File: src/rtl/seq_input_stage.sv
// seq_input_stage: synchronizes and debounces two switches, then steps a 2-bit state register from the downstream next-state logic
module seq_input_stage #(
  parameter int DEBOUNCE_CYCLES = 1000000
) (
  input  logic       clk,
  input  logic       rst_n,
  input  logic       sw_x2,
  input  logic       sw_x1,
  input  logic       ny2,
  input  logic       ny1,
  output logic       x2,
  output logic       x1,
  output logic       y2,
  output logic       y1,
  output logic       step,
  output logic [7:0] sym_count
);
  localparam int CW = $clog2(DEBOUNCE_CYCLES);
  localparam logic [CW-1:0] LAST = CW'(DEBOUNCE_CYCLES - 1);
  logic [1:0] s1, s2, cand;
  logic [CW-1:0] cnt;
  logic pend, load;
  assign load = (s2 == cand) && (cand != {x2, x1}) && (cnt == LAST);
  assign step = pend;
  // two-flop synchronizer for both raw switch levels
  always_ff @(posedge clk or negedge rst_n)
    if (!rst_n) begin
      s1 <= '0;
      s2 <= '0;
    end else begin
      s1 <= {sw_x2, sw_x1};
      s2 <= s1;
    end
  // whole-vector debounce: any movement restarts the count, a full stable window accepts cand
  always_ff @(posedge clk or negedge rst_n)
    if (!rst_n) begin
      cand <= '0;
      cnt <= '0;
      {x2, x1} <= '0;
      pend <= 1'b0;
    end else begin
      cand <= s2;
      pend <= load;
      if (load) {x2, x1} <= cand;
      cnt <= (s2 != cand || cand == {x2, x1} || load) ? '0 : cnt + 1'b1;
    end
  // state load one cycle after x settles, plus saturating symbol count
  always_ff @(posedge clk or negedge rst_n)
    if (!rst_n) begin
      {y2, y1} <= '0;
      sym_count <= '0;
    end else if (pend) begin
      {y2, y1} <= {ny2, ny1};
      if (sym_count != 8'hff) sym_count <= sym_count + 8'd1;
    end
endmodule

File: config.mk
export PLATFORM = sky130hd
export DESIGN_NAME = seq_input_stage
export DESIGN_NICKNAME = d
export VERILOG_FILES = /design/src/rtl/seq_input_stage.sv
export SDC_FILE = /design/constraint.sdc
export NUM_CORES = 1
export LEC_CHECK = 0
export CAP_MARGIN = 20
export CORE_MARGIN = 2
export CORE_UTILIZATION = 40
export DETAILED_ROUTE_END_ITERATION = 16
export HOLD_SLACK_MARGIN = 0.02
export SLEW_MARGIN = 10
export SYNTH_ARGS = -nofsm -noshare
export SYNTH_HDL_FRONTEND = slang
export SYNTH_SLANG_ARGS = --single-unit
File: constraint.sdc
create_clock -name clk -period 1.8 [get_ports clk]
set_input_delay 0.36 -clock clk [delete_from_list [all_inputs] [get_ports clk]]
set_output_delay 0.36 -clock clk [all_outputs]
set_load 0.02 [all_outputs]
; Word level (Yosys, flattened, before mapping)
; Index checks and enable logic that the tools add are counted.
[totals]
register_bits = 39
out_inout_bits = 13
elab_cells = 24
[classes]
n_addsub = 2
eq_ne = 6
muxes = 1
n_reduce_logical = 5
[op_table]
columns = cell, count
row1 = "20-bit by 1-bit adder with 20-bit output, second input constant", 1
row2 = "20-bit == test, second input constant", 1
row3 = 20-bit 2-to-1 mux, 1
row4 = "8-bit by 1-bit adder with 8-bit output, second input constant", 1
row5 = "8-bit != test, second input constant", 1
row6 = 2-bit == test, 2
row7 = 2-bit != test, 2
row8 = 1-bit logical AND, 2
row9 = 1-bit logical OR, 2
row10 = 2-bit AND reduction, 1

; Depth between registers and ports, before layout
; Gate-level depths: netlist of the first run.
[logic_depth]
depth_word = 5
ltp_mapped = 6
mapped_depth_nobuf = 5

; Worst setup path before layout of the first run
; OpenSTA, ideal clock, no wires.
[synth_timing]
path_kind = register to register
from = reg cnt[0]
to = reg x1
setup_time_ps = 128
arrival_ps = 1505
t_required_ps = 1672
setup_slack_ps = 168
stages_incl_launch_ff = 6
period_less_slack_ps = 1632
cell_sequence = dfrtp_1 > ha_1 > and3_1 > nand3_1 > nor3_2 > mux2_1
[synth_via]
elab_chain_len = 2
[synth_rtl]
columns = element, line_no
row1 = from (decl), 21  ; logic [CW-1:0] cnt;
row2 = from (signal assigned), 45  ; cnt <= (s2 != cand || cand == {x2, x1} || load) ? '0 : cnt + 1'b1;
row3 = 20-bit == test, 23  ; assign load = (s2 == cand) && (cand != {x2, x1}) && (cnt == LAST);
row4 = 1-bit logical AND, 23
row5 = to (signal assigned), 44  ; if (load) {x2, x1} <= cand;
row6 = to (decl), 12  ; output logic x1,
; Every way passes these cells.
; A chain may end at the register's enable or synchronous reset.

; Worst setup path in the final report of the first run
[layout_timing]
from = reg sym_count[3]
to = out sym_count[3]
[layout_rtl]
columns = element, line_no
row1 = from (decl), 16  ; output logic [7:0] sym_count
row2 = from (signal assigned), 54  ; if (sym_count != 8'hff) sym_count <= sym_count + 8'd1;
; No word-level cell between the ends.

==> results of run 1 <==
==> flip-flops by register name, indices dropped and copies added (netlist names) <==
register and flops:
y2 1, cnt 20, y1 1, cand 2
x1 1, x2 1, s1 2, s2 2
sym_count 8, step 1
==> final cells by class <==
cell class                      count  area share, %
Timing Repair Buffer               26           11.5
Multi-Input combinational cell    104           35.2
Sequential cell                    39           45.0
Clock inverter                      1          0.346
Clock buffer                        7           4.44
Inverter                            3          0.519
Tap cell                           52           3.00
==> metal layers <==
layer | GRT usage, % | vias to the layer above | part of all wire (%) | wire length, um
met4 | 6.41 | 0 | 2.0 | 62
met1 | 17.1 | 611 | 43 | 1370
met2 | 23.9 | 29 | 50 | 1600
li1 | - | 588 | - | -
met3 | 4.76 | 7 | 4.7 | 149
met5 | 0 | - | 0 | 0
==> worst reg2reg max path, cell delays in order (launching register included) <==
cell	delay (ns)
dfrtp_1	0.40
nor4b_1	0.29
nand4b_1	0.24
buf_4	0.21
o21bai_4	0.12
buf_12	0.16
o21ba_1	0.15
==> where the power goes <==
group          switching (W)  leakage (nW)  total [W]  internal (W)
Sequential        0.00000785         0.530   0.000894      0.000886
Combinational      0.0000376         0.387  0.0000662     0.0000286
Clock               0.000288        0.0505   0.000636      0.000348
==> cells in the final DEF (no fill, tap or decap), types with 2 or more instances in the layout <==
cell type        instances
a21oi_1                  5
a31oi_1                  2
and3_1                   2
and4_1                   6
and4_2                   2
buf_4                    7
clkbuf_8                 7
clkdlybuf4s50_1         16
dfrtp_1                 39
ha_1                     2
inv_1                    3
mux2_1                   2
mux2_2                   3
nand2_1                  6
nand3_1                  6
nand4_1                  6
nor2_1                  16
nor3_1                   2
o21ai_0                  2
xnor2_1                 10
xor2_1                  13
==> worst paths after layout <==
kind / endpoint / start / slack, ns / depth (start not counted)
hold / removal: cnt[4] / rst_n / 0.12 / 2
hold reg to reg: s2[1] / s1[1] / 0.35 / 0
setup reg to reg: cnt[18] / cnt[15] / 0.11 / 6
max in group asynchronous: cnt[18] / rst_n / 1.35 / 2
min in group clk: s2[1] / s1[1] / 0.35 / 0
setup / recovery: sym_count[3] / sym_count[3] / 0.09 / 1
==> what timing repair did <==
item                       CTS  global route
resized for setup            0             3
hold buffers                 0             0
setup buffers                0             1
setup endpoints to repair    0             4
==> cells by family after synthesis <==
group                      count (synthesis)
xor gates and xnor gates                  23
AOI/OAI and AO/OA                         15
and+or+nand+nor                           59
buffers and inverters                      5
adders and majority gates                  2
DFF                                       39
muxes                                      5
==> through the flow <==
stage          area (sq um)  hold WS (ns)
4_1_cts                2150         0.123
3_5_place_dp           2040         0.339
5_1_grt                2170         0.147
6_report               2170         0.118
2_1_floorplan          1760        0.0644
3_3_place_gp           2040         0.334
==> key figures, run 1 <==
Placement
  – Placed Cells: 223
  – Post-DP HPWL: 2.28 mm
  – Setup Slack @ Placement: 0.0119 ns
  – Port Buffer Count: 18
  – GP Congestion: 0.805

STA
  – Clk_skew: 0.00460 ns
  – Period minus WS final: 1.71 ns
  – Slew headroom: 67.3%
  – Final Hold Viols: 0
  – Max frequency: 586 MHz
  – RSZ-0062 raised after global routing: true
  – Setup TNS Final: 0 ns
  – Fin crit share: 94.8%
  – Slew of the pin with the lowest slew margin: 0.491 ns
  – Final-report max-slew violation count: 0
  – Final setup viols: 0
  – Final worst slack: 0.0928 ns

Logic synthesis
  – Post-synthesis register bit count: 39
  – Gate Count Post-Synth: 148
  – Post-synth cell types: 37
  – Area contributors post-synth: dfrtp_1 (56%), xor2_1 (6.5%), xnor2_1 (5.0%)
  – Compound-Gate Fraction of Synth Area: 5.98%
  – Most frequent cell after synthesis: dfrtp_1
  – Post-synthesis sequential area ratio: 55.5%
  – Synthesized area per cell: 11.9 sq um
  – Synth Warn #: 0
  – Async S/R FF share, synth: 100%
  – Synthesized Nets: 156
  – Top post-synthesis cells by count: dfrtp_1 (39), nor2_1 (16), xor2_1 (13)
  – Mapped Area: 1760 sq um
  – Adder-cell area share of the yosys netlist: 1.42%
  – Mux contribution to synthesized area: 3.20%
  – Post-synthesis xor/xnor area fraction: 11.5%
  – EDFF count, synth: 0
  – Simple logic cell fraction of the synthesized area: 20.7%
  – Largest family of logic cells by synthesized area: simple AND/OR/NAND/NOR gates
  – Area leader, netlist: dfrtp_1
  – Synth top area share: 55.5%
  – Synth Flop Type: dfrtp_1

Worst setup path
  – CP Cell Sequence: clkdlybuf4s50_1
  – Worst Path Arrival: 1.35 ns
  – Crit path launch type: register
  – Crit path largest cell delay: 0.63 ns
  – WP buf/inv: 1
  – CP max stage cell: clkdlybuf4s50_1
  – Crit path max fanout: 6
  – Req. time, crit path: 1.44 ns
  – Worst path top cell family by delay: buffers and inverters
  – Crit. End Element: output pin
  – Setup CP Type: reg -> out

Floorplan
  – DIE HEIGHT: 70.3 um
  – Die Area: 4940 sq um
  – Initial Util: 40.9%
  – Die width: 70.3 um
  – Standard cell core area: 4290 sq um
  – Io pins: 19
  – Row count: 24

Power
  – Total power: 0.00160 W
  – Peak VDD IR: 454 uV
  – Lkg Pwr: 0.968 nW
  – Cell Pwr Density: 736 nW/um^2

Clocking
  – Sinks on Clock Net: 39
  – Longest Clk Path Bufs: 2
  – Worst skew pair latency: 0.29 ns
  – CTS root buf: clkbuf_8
  – CTS tree: yes
  – Inserted Clock Buffers: 5
  – Clock slew at reported path FFs: 0.07 ns
  – Htree depth: 2

Final layout
  – Multi-input combinational cell area: 763 sq um
  – Reg area: 976 sq um
  – Final Util: 50.5%
  – Layout cells sized above 1: 17.2%
  – Number of fill cells: 416
  – Diode count: 0
  – Total Nets Final: 187
  – Final cell count without fillers: 232
  – Area Overhead vs Synth: 23.4%

Route
  – Post-route ant nets: 0
  – DR pass1 iterations: 4
  – Vias: 1235
  – DRC Markers: 0
  – Detailed Route WL: 3.18 mm
  – WL per Instance: 13.7 um
  – DR iter-0 viols: 30
  – Routed vias/inst: 5.32

Global routing
  – GR Overflow Total: 0
  – First-pass GRT wire length: 5.49 mm
  – Largest net degree at the start of global routing: 40
  – Antenna violations before repair: 0
  – Vias in the first global route: 1229
  – Total track usage: 14.5%

Hold path
  – HP Class: in -> async

Outcome
  – Status: finished clean

Flow run
  – Max-cap violations: 0
Power figures use the tool's default switching activity.
==> run 2: changes to the inputs <==
CTS_CLUSTER_DIAMETER = 30   (was not set)
==> results of run 2 <==
No change in the layout: final DEF, timing and power equal those of run 1.
==> run 3: changes to the inputs <==
CTS_CLUSTER_DIAMETER = not set   (was 30)
==> results of run 3 <==
No change in the layout: final DEF, timing and power equal those of run 1.
